**src/rtl/pixel_readout_capture_if.sv**
```systemverilog
// Pixel stream link between the readout capture block and its downstream consumer.
// A transfer happens on a rising edge where valid and ready are both high.
interface pixel_readout_capture_if #(
  parameter int DATA_W = 8,
  parameter int COL_W  = 1
) ();
  logic              valid;
  logic              ready;
  logic [DATA_W-1:0] data;
  logic              row;
  logic [COL_W-1:0]  col;
  logic              last;

  modport master (output valid, data, row, col, last, input ready);
  modport slave  (input valid, data, row, col, last, output ready);
endinterface

```
**src/rtl/pixel_readout_capture.sv**
```systemverilog
// Captures the two ADC rows sequenced by the pixel camera controller and streams each
// completed frame pixel by pixel, flagging sequencing violations and dropped frames.
module pixel_readout_capture #(
  parameter int DATA_W = 8,
  parameter int NCOL   = 2,
  localparam int COL_W = (NCOL > 1) ? $clog2(NCOL) : 1
) (
  input  logic                     clk,
  input  logic                     rst,
  input  logic                     expose,
  input  logic                     erase,
  input  logic                     nre_1,
  input  logic                     nre_2,
  input  logic                     adc,
  input  logic [NCOL*DATA_W-1:0]   adc_data,
  input  logic                     clear_flags,
  pixel_readout_capture_if.master  pix,
  output logic [7:0]               frame_count,
  output logic                     proto_err,
  output logic                     overrun,
  output logic                     busy
);

  typedef enum logic [2:0] {
    C_IDLE,
    C_EXPOSE,
    C_ROW1,
    C_GAP,
    C_ROW2
  } cap_state_t;

  localparam logic [COL_W-1:0] LAST_COL = COL_W'(NCOL - 1);

  cap_state_t             state_reg, state_next;
  logic                   row1_got_reg, row1_got_next;
  logic                   row2_got_reg, row2_got_next;
  logic [NCOL*DATA_W-1:0] cap0_reg, cap1_reg;
  logic [NCOL*DATA_W-1:0] obuf0_reg, obuf1_reg;
  logic                   out_valid_reg;
  logic                   row_reg;
  logic [COL_W-1:0]       col_reg;
  logic [7:0]             frame_count_reg;
  logic                   proto_err_reg, overrun_reg, busy_reg;

  logic cap0_we, cap1_we, publish, seq_err;
  logic xfer, last_px, last_xfer, pub_ok, drop;

  // Sequencing FSM: NRE_x low selects a row, so ADC with both low is always illegal.
  always_comb begin
    state_next    = state_reg;
    row1_got_next = row1_got_reg;
    row2_got_next = row2_got_reg;
    cap0_we       = 1'b0;
    cap1_we       = 1'b0;
    publish       = 1'b0;
    seq_err       = adc && !nre_1 && !nre_2;
    case (state_reg)
      C_IDLE: begin
        row1_got_next = 1'b0;
        row2_got_next = 1'b0;
        if (adc)    seq_err    = 1'b1;
        if (expose) state_next = C_EXPOSE;
      end
      C_EXPOSE: begin
        if (adc) seq_err = 1'b1;
        if (erase)       state_next = C_IDLE;
        else if (!nre_1) state_next = C_ROW1;
      end
      C_ROW1: begin
        if (adc) begin
          if (row1_got_reg) begin
            seq_err = 1'b1;
          end else begin
            cap0_we       = 1'b1;
            row1_got_next = 1'b1;
          end
        end
        if (erase) begin
          state_next = C_IDLE;
        end else if (nre_1) begin
          if (row1_got_reg) begin
            state_next = C_GAP;
          end else begin
            seq_err    = 1'b1;
            state_next = C_IDLE;
          end
        end
      end
      C_GAP: begin
        if (adc) seq_err = 1'b1;
        if (erase)       state_next = C_IDLE;
        else if (!nre_2) state_next = C_ROW2;
      end
      C_ROW2: begin
        if (adc) begin
          if (row2_got_reg) begin
            seq_err = 1'b1;
          end else begin
            cap1_we       = 1'b1;
            row2_got_next = 1'b1;
          end
        end
        // The controller raises NRE_2 and Erase together, so end-of-row wins here.
        if (nre_2) begin
          if (row2_got_reg) publish = 1'b1;
          else              seq_err = 1'b1;
          state_next = C_IDLE;
        end else if (erase) begin
          state_next = C_IDLE;
        end
      end
      default: state_next = C_IDLE;
    endcase
  end

  assign xfer      = out_valid_reg && pix.ready;
  assign last_px   = row_reg && (col_reg == LAST_COL);
  assign last_xfer = xfer && last_px;
  assign pub_ok    = publish && (!out_valid_reg || last_xfer);
  assign drop      = publish && !pub_ok;

  always_ff @(posedge clk or posedge rst) begin
    if (rst) begin
      state_reg       <= C_IDLE;
      row1_got_reg    <= 1'b0;
      row2_got_reg    <= 1'b0;
      cap0_reg        <= '0;
      cap1_reg        <= '0;
      obuf0_reg       <= '0;
      obuf1_reg       <= '0;
      out_valid_reg   <= 1'b0;
      row_reg         <= 1'b0;
      col_reg         <= '0;
      frame_count_reg <= 8'd0;
      proto_err_reg   <= 1'b0;
      overrun_reg     <= 1'b0;
      busy_reg        <= 1'b0;
    end else begin
      state_reg    <= state_next;
      row1_got_reg <= row1_got_next;
      row2_got_reg <= row2_got_next;
      busy_reg     <= (state_next != C_IDLE);
      if (cap0_we) cap0_reg <= adc_data;
      if (cap1_we) cap1_reg <= adc_data;

      // A publish on the last-transfer edge keeps valid high with the new frame's first pixel.
      if (pub_ok) begin
        obuf0_reg       <= cap0_reg;
        obuf1_reg       <= cap1_reg;
        out_valid_reg   <= 1'b1;
        row_reg         <= 1'b0;
        col_reg         <= '0;
        frame_count_reg <= frame_count_reg + 8'd1;
      end else if (xfer) begin
        if (last_px) begin
          out_valid_reg <= 1'b0;
          row_reg       <= 1'b0;
          col_reg       <= '0;
        end else if (col_reg == LAST_COL) begin
          row_reg <= 1'b1;
          col_reg <= '0;
        end else begin
          col_reg <= col_reg + 1'b1;
        end
      end

      if (seq_err)          proto_err_reg <= 1'b1;
      else if (clear_flags) proto_err_reg <= 1'b0;
      if (drop)             overrun_reg   <= 1'b1;
      else if (clear_flags) overrun_reg   <= 1'b0;
    end
  end

  logic [DATA_W-1:0] col_pix [NCOL];

  genvar gi;
  generate
    for (gi = 0; gi < NCOL; gi++) begin : g_col_mux
      assign col_pix[gi] = row_reg ? obuf1_reg[gi*DATA_W +: DATA_W]
                                   : obuf0_reg[gi*DATA_W +: DATA_W];
    end
  endgenerate

  assign pix.valid   = out_valid_reg;
  assign pix.data    = col_pix[col_reg];
  assign pix.row     = row_reg;
  assign pix.col     = col_reg;
  assign pix.last    = out_valid_reg && last_px;
  assign frame_count = frame_count_reg;
  assign proto_err   = proto_err_reg;
  assign overrun     = overrun_reg;
  assign busy        = busy_reg;

endmodule

```
**src/flat_wrapper.sv**
```systemverilog
// flat-port wrapper written by rule: the top's interface ports become plain ports
module pixel_readout_capture_flat 
#(
  parameter int DATA_W = 8,
  parameter int NCOL   = 2,
  localparam int COL_W = (NCOL > 1) ? $clog2(NCOL) : 1
)
  (clk, rst, expose, erase, nre_1, nre_2, adc, adc_data, clear_flags, frame_count, proto_err, overrun, busy, pix_valid, pix_data, pix_row, pix_col, pix_last, pix_ready);
  pixel_readout_capture_if #(.DATA_W(DATA_W), .COL_W(1)) pix_i ();
  input  logic clk;
  input  logic rst;
  input  logic expose;
  input  logic erase;
  input  logic nre_1;
  input  logic nre_2;
  input  logic adc;
  input  logic [NCOL*DATA_W-1:0] adc_data;
  input  logic clear_flags;
  output logic [7:0] frame_count;
  output logic proto_err;
  output logic overrun;
  output logic busy;
  output wire logic [$bits(pix_i.valid)-1:0] pix_valid;
  output wire logic [$bits(pix_i.data)-1:0] pix_data;
  output wire logic [$bits(pix_i.row)-1:0] pix_row;
  output wire logic [$bits(pix_i.col)-1:0] pix_col;
  output wire logic [$bits(pix_i.last)-1:0] pix_last;
  input wire logic [$bits(pix_i.ready)-1:0] pix_ready;
  assign pix_valid = pix_i.valid;
  assign pix_data = pix_i.data;
  assign pix_row = pix_i.row;
  assign pix_col = pix_i.col;
  assign pix_last = pix_i.last;
  assign pix_i.ready = pix_ready;
  pixel_readout_capture #(.DATA_W(DATA_W), .NCOL(NCOL)) u_core (.clk(clk), .rst(rst), .expose(expose), .erase(erase), .nre_1(nre_1), .nre_2(nre_2), .adc(adc), .adc_data(adc_data), .clear_flags(clear_flags), .pix(pix_i), .frame_count(frame_count), .proto_err(proto_err), .overrun(overrun), .busy(busy));
endmodule
```
**config.mk**
```make
export PLATFORM = sky130hd
export DESIGN_NAME = pixel_readout_capture_flat
export DESIGN_NICKNAME = d
export VERILOG_FILES = /design/src/rtl/pixel_readout_capture_if.sv /design/src/rtl/pixel_readout_capture.sv /design/src/flat_wrapper.sv
export SDC_FILE = /design/constraint.sdc
export NUM_CORES = 1
export LEC_CHECK = 0
export ABC_AREA = 1
export BUFFER_PORTS_ARGS = -buffer_cell sky130_fd_sc_hd__buf_2
export CORE_ASPECT_RATIO = 1.1
export CORE_UTILIZATION = 42
export DETAILED_ROUTE_END_ITERATION = 8
export PLACE_DENSITY = 0.58
export SLEW_MARGIN = 30
export SYNTH_ARGS = -nofsm -noshare
export SYNTH_HDL_FRONTEND = slang
export SYNTH_SLANG_ARGS = --single-unit
export TNS_END_PERCENT = 5
```
**constraint.sdc**
```tcl
create_clock -name clk -period 6.25 [get_ports clk]
set_input_delay 0 -clock clk [delete_from_list [all_inputs] [get_ports clk]]
set_output_delay 0 -clock clk [all_outputs]
set_load 0.005 [all_outputs]
```
==> results <==
- The worst IR drop on VDD is around 160 uV.
- STA puts the critical path data required time at between 6 and 7 ns.
- The floorplan step defined a die boundary enclosing approximately 9200 um^2.
- The floorplan has 35 rows.
- The number of max-slew violations in the final report is 0.
- Across all setup checks in the final design, the least slack found is 3.90 ns.
- The number of instances in the synthesized netlist is around 450.
- The count of max-cap constraint violations is 0.
- Tracing the worst setup path back leads to its startpoint at u_core.pix.row.
- The worst min-delay path startpoint is pix_ready.
- The number of buffer cells added on primary ports is 47.
- Summing every instance area after synthesis gives around 3700 um^2.
- The total of cells resized after clock tree synthesis is 0.
- The largest net degree at the start of global routing is 84.
- The hold-critical path endpoint is u_core.pix.valid.
- The setup skew after layout is between 0.007 and 0.008 ns.
- The clock net in this run drives a total of 83 sinks.
- In this run the vertical extent of the chip is roughly 100 um.
- From left edge to right edge, the die measures slightly above 90 um.
- Each instance of the synthesized netlist takes up on average between 8 and 9 um^2.
- Derived from the worst setup path, the maximum achievable clock frequency is 0.426 GHz.
- The worst setup path is of the register to register kind.
- For the worst-skew pair, the clock arrives at the later sink with an insertion delay of around 0.35 ns.
- The number of hold violations in the final report is 0.
- The first global-routing pass estimated 13300 um of wire.
- The normalized max-slew margin is between 30% and 40%.
- The buffer depth of the longest clock path is 2.
- The number of antenna-violating nets in the routed design is 0.
- The slew at the pin with the worst max-slew slack is between 0.9 and 1 ns.
- The setup-violating endpoint count in the final report is 0.
- The start of the worst register-to-register path is u_core.pix.row.
- The tightest min-delay check is of the input port to register type.
- The share of layout cells above drive strength 1 is 14.8%.
- Summed over all layers, the global routing overflow is 0.
- The delay of the slowest cell on the worst path is ~0.76 ns.
- The number of buffers and inverters on the critical path is 1.
- 48 I/O pins were placed.
- Counting flops with an async set or reset pin after synthesis yields a share of 100%.
- In the synthesized netlist the dominant register cell turns out to be sky130_fd_sc_hd__dfrtp_1.
- The leakage component of the power is about 2.4 nW.
- The routed wire length is a little under 8000 um.
- The count of different cell masters after synthesis is 26.
- From synthesis to final layout, the design area changed by 19.8%.
- The routed via count is 3000.
- The final-layout setup total negative slack is 0 ns.
- After detailed routing, the average wire length per cell comes to 12.3 um.
- The net switching share of the total power is around 29%.
- For the finished layout, the period the worst path requires is ~2.3 ns.
- The number of buffers added by the clock tree synthesis step is 9.
- The sequential-to-total area share from yosys stat is a little under three fifths.
- The dominant cell type by area after synthesis is sky130_fd_sc_hd__dfrtp_1.
- Summed over all nets, the half-perimeter wirelength after detailed placement is roughly 4800 um.
- The number of global-route vias before repair is roughly 2800.
- The number of antenna violations at the first check in global routing came to 0.
- The startpoint kind of the worst setup timing path is a register.
- In this run the power density over the cells is approximately 310 nW/um^2.
- Per report_power, the sequential group accounts for between 40% and 50% of the total.
- The combined global-route utilization of all metal layers is between 10% and 20%.
- The switching power total is 0.396 mW.
- Hold timing on the final database bottoms out at a slack of ~0.026 ns.
- The number of diodes is 0.
- Once the floorplan was initialized, standard cells occupied a little over two fifths of the core.
- The number of buffers added for setup after CTS is 0.
- For this run, the detailed router's first-pass iteration total came to 4.
- On the critical path, the stage with the largest delay is an instance of sky130_fd_sc_hd__dfrtp_1.
- The clock slew at the register clock pins of the worst setup and hold paths is 0.09 ns.
- Hold repair after CTS inserted 22 buffers.
- In this run the number of H-tree levels came out at 3.
- Cell internal power was estimated by the tool at slightly below 1 mW.
- The buffer cell driving the clock tree root is sky130_fd_sc_hd__clkbuf_8.
- The first routing iteration left ~140 violations.
- Walking the worst path, the cells encountered are nand2_1 -> o21ai_1 -> inv_1 -> nor2_4 -> o21ai_0.
- The most instantiated library cell after synthesis is sky130_fd_sc_hd__nand2_1.
- The post-synthesis register bit count is a little over 80.
- STA classifies the critical path endpoint as a register.
- The number of filler cells placed in the layout is about 860.
- The relative contribution of combinational cells to total power is about 18%.
- Counting cells, the worst reg-to-reg path comes to 5.
- The relative contribution of the clock network to total power is 34.0%.
- The endpoint identified for the worst register-to-register timing path is u_core.frame_count[5].
- After synthesis, the most frequently instantiated cells are 175 x sky130_fd_sc_hd__nand2_1, 83 x sky130_fd_sc_hd__dfrtp_1, 43 x sky130_fd_sc_hd__inv_1.
- The worst-path maximum fanout is 41.
- Setup repair after global routing left no endpoint under its margin.
- The worst hold path passes through 4 cells.
- The fraction of the cycle the final worst path needs is around 38%.
- The cell family contributing the most delay on the critical path is simple AND/OR/NAND/NOR gates.
- The setup check on the worst reg-to-reg path leaves a slack of just under 4 ns.
- The TritonCTS clock tree is done.
- Counting flops with a built-in enable in the synthesized netlist gives 0.
- The pre-CTS setup slack is 3.88 ns.
- After synthesis, the cell types taking the most area are sky130_fd_sc_hd__dfrtp_1 56%, sky130_fd_sc_hd__nand2_1 18%, sky130_fd_sc_hd__inv_1 4.3%.
- At the end of routability-driven placement, the weighted congestion stood at ~0.8.
- After detailed routing, the number of remaining DRC violations is 0.
- The share of synthesized area in the top cell type comes to between 50% and 60%.
- STA puts the critical path data arrival time at about 2.6 ns.
- Synthesis produced a netlist with a net count of 479.
- After the last flow step, the layout net total stands at 542.
- The run finished with clean final reports.
- Yosys printed 0 warnings.
- The floorplan core area is roughly 8500 um^2.
- Dividing the detail-routed via count by the number of cells gives ~4.7.
cells by family (layout without fill, tap and decap cells):
kind of cell | count (synthesis) | in the layout | synth area share [%]
compound gates | 70 | 70 | 9.91
xor+xnor | 4 | 4 | 0.941
simple gates | 232 | 232 | 25.4
flops | 83 | 83 | 55.8
fa+ha+maj | 1 | 1 | 0.336
buf+inv | 63 | 131 | 7.63
power groups by stage:
| stage | logic, mW | registers, mW | clock network [mW] |
|---|---|---|---|
| final | 0.240 | 0.665 | 0.466 |
| after global routing | 0.278 | 0.675 | 0.508 |
| after CTS | 0.244 | 0.665 | 0.479 |
| after detailed placement | 0.233 | 0.676 | 0 |
| after global placement | 0.230 | 0.674 | 0 |
| after floorplan | 0.174 | 0.641 | 0 |
placed cells by master, fill, tap and decap left out:
cell,netlist,layout
sky130_fd_sc_hd__dfrtp_1,83,83
sky130_fd_sc_hd__inv_2,1,1
sky130_fd_sc_hd__nand4_1,3,3
sky130_fd_sc_hd__clkinv_2,0,1
sky130_fd_sc_hd__clkinv_4,0,1
sky130_fd_sc_hd__nand2_2,3,3
sky130_fd_sc_hd__inv_1,43,42
sky130_fd_sc_hd__clkbuf_1,3,1
sky130_fd_sc_hd__clkinvlp_4,0,2
sky130_fd_sc_hd__nand2_1,175,175
sky130_fd_sc_hd__dlygate4sd3_1,0,22
sky130_fd_sc_hd__nor3_1,2,2
sky130_fd_sc_hd__nand3_2,1,1
sky130_fd_sc_hd__ha_1,1,1
sky130_fd_sc_hd__nor2_2,2,2
sky130_fd_sc_hd__clkbuf_8,0,9
sky130_fd_sc_hd__nor2_1,30,30
sky130_fd_sc_hd__buf_6,4,1
sky130_fd_sc_hd__nor2_4,3,3
sky130_fd_sc_hd__o22ai_1,10,10
sky130_fd_sc_hd__o21ai_0,27,27
sky130_fd_sc_hd__nand4_2,1,1
sky130_fd_sc_hd__xor2_1,2,2
sky130_fd_sc_hd__a21boi_0,1,1
sky130_fd_sc_hd__bufinv_16,0,3
sky130_fd_sc_hd__o21ai_1,29,29
sky130_fd_sc_hd__buf_2,11,47
sky130_fd_sc_hd__nand3_1,12,12
sky130_fd_sc_hd__o21ai_2,1,1
sky130_fd_sc_hd__buf_4,1,1
sky130_fd_sc_hd__xnor2_1,2,2
sky130_fd_sc_hd__a21oi_1,2,2
final cells by class:
class	count	area, um^2	area share, %
inverters	44	166	3.73
multi-input cells	307	1360	30.5
flip-flops and latches	83	2080	46.6
clock inverters	6	114	2.55
well taps	111	139	3.11
repair buffers	71	474	10.6
clock buffers	10	128	2.86
stage by stage:
stage                     util [%]  total power, mW  cells  cell area, um^2
after floorplan                  -            0.815    453             3720
final                         52.5             1.37    632             4460
after global routing          52.5             1.46    632             4460
after global placement        47.0            0.904    594             4000
after detailed placement      47.1            0.909    594             4000
after CTS                     52.5             1.39    632             4460
worst min-delay path, cell delays in order:
cell and delay [ns]:
sky130_fd_sc_hd__buf_2 0.11, sky130_fd_sc_hd__inv_1 0.04, sky130_fd_sc_hd__o21ai_1 0.11, sky130_fd_sc_hd__nand2_1 0.08
how the worst max path moves through the flow:
| stage | cells after the start | endpoint | slack (ns) |
|---|---|---|---|
| 2_1_floorplan | 1 | u_core.busy | 4.11 |
| 3_3_place_gp | 5 | u_core.frame_count[5] | 3.97 |
| 3_5_place_dp | 5 | u_core.frame_count[5] | 3.88 |
| 4_1_cts | 5 | u_core.frame_count[5] | 3.88 |
| 5_1_grt | 6 | u_core.obuf0_reg[15] | 3.64 |
| 6_report | 5 | u_core.frame_count[5] | 3.90 |
per-layer routing:
| layer | track usage (%) | part of all wire, % | vias to the layer above |
|---|---|---|---|
| met2 | 29.8 | 47 | 42 |
| met3 | 3.39 | 2.7 | 10 |
| met5 | 0 | 0 | - |
| li1 | - | - | 1544 |
| met1 | 24.4 | 49 | 1404 |
| met4 | 7.21 | 1.5 | 0 |
Power figures use the tool's default switching activity.
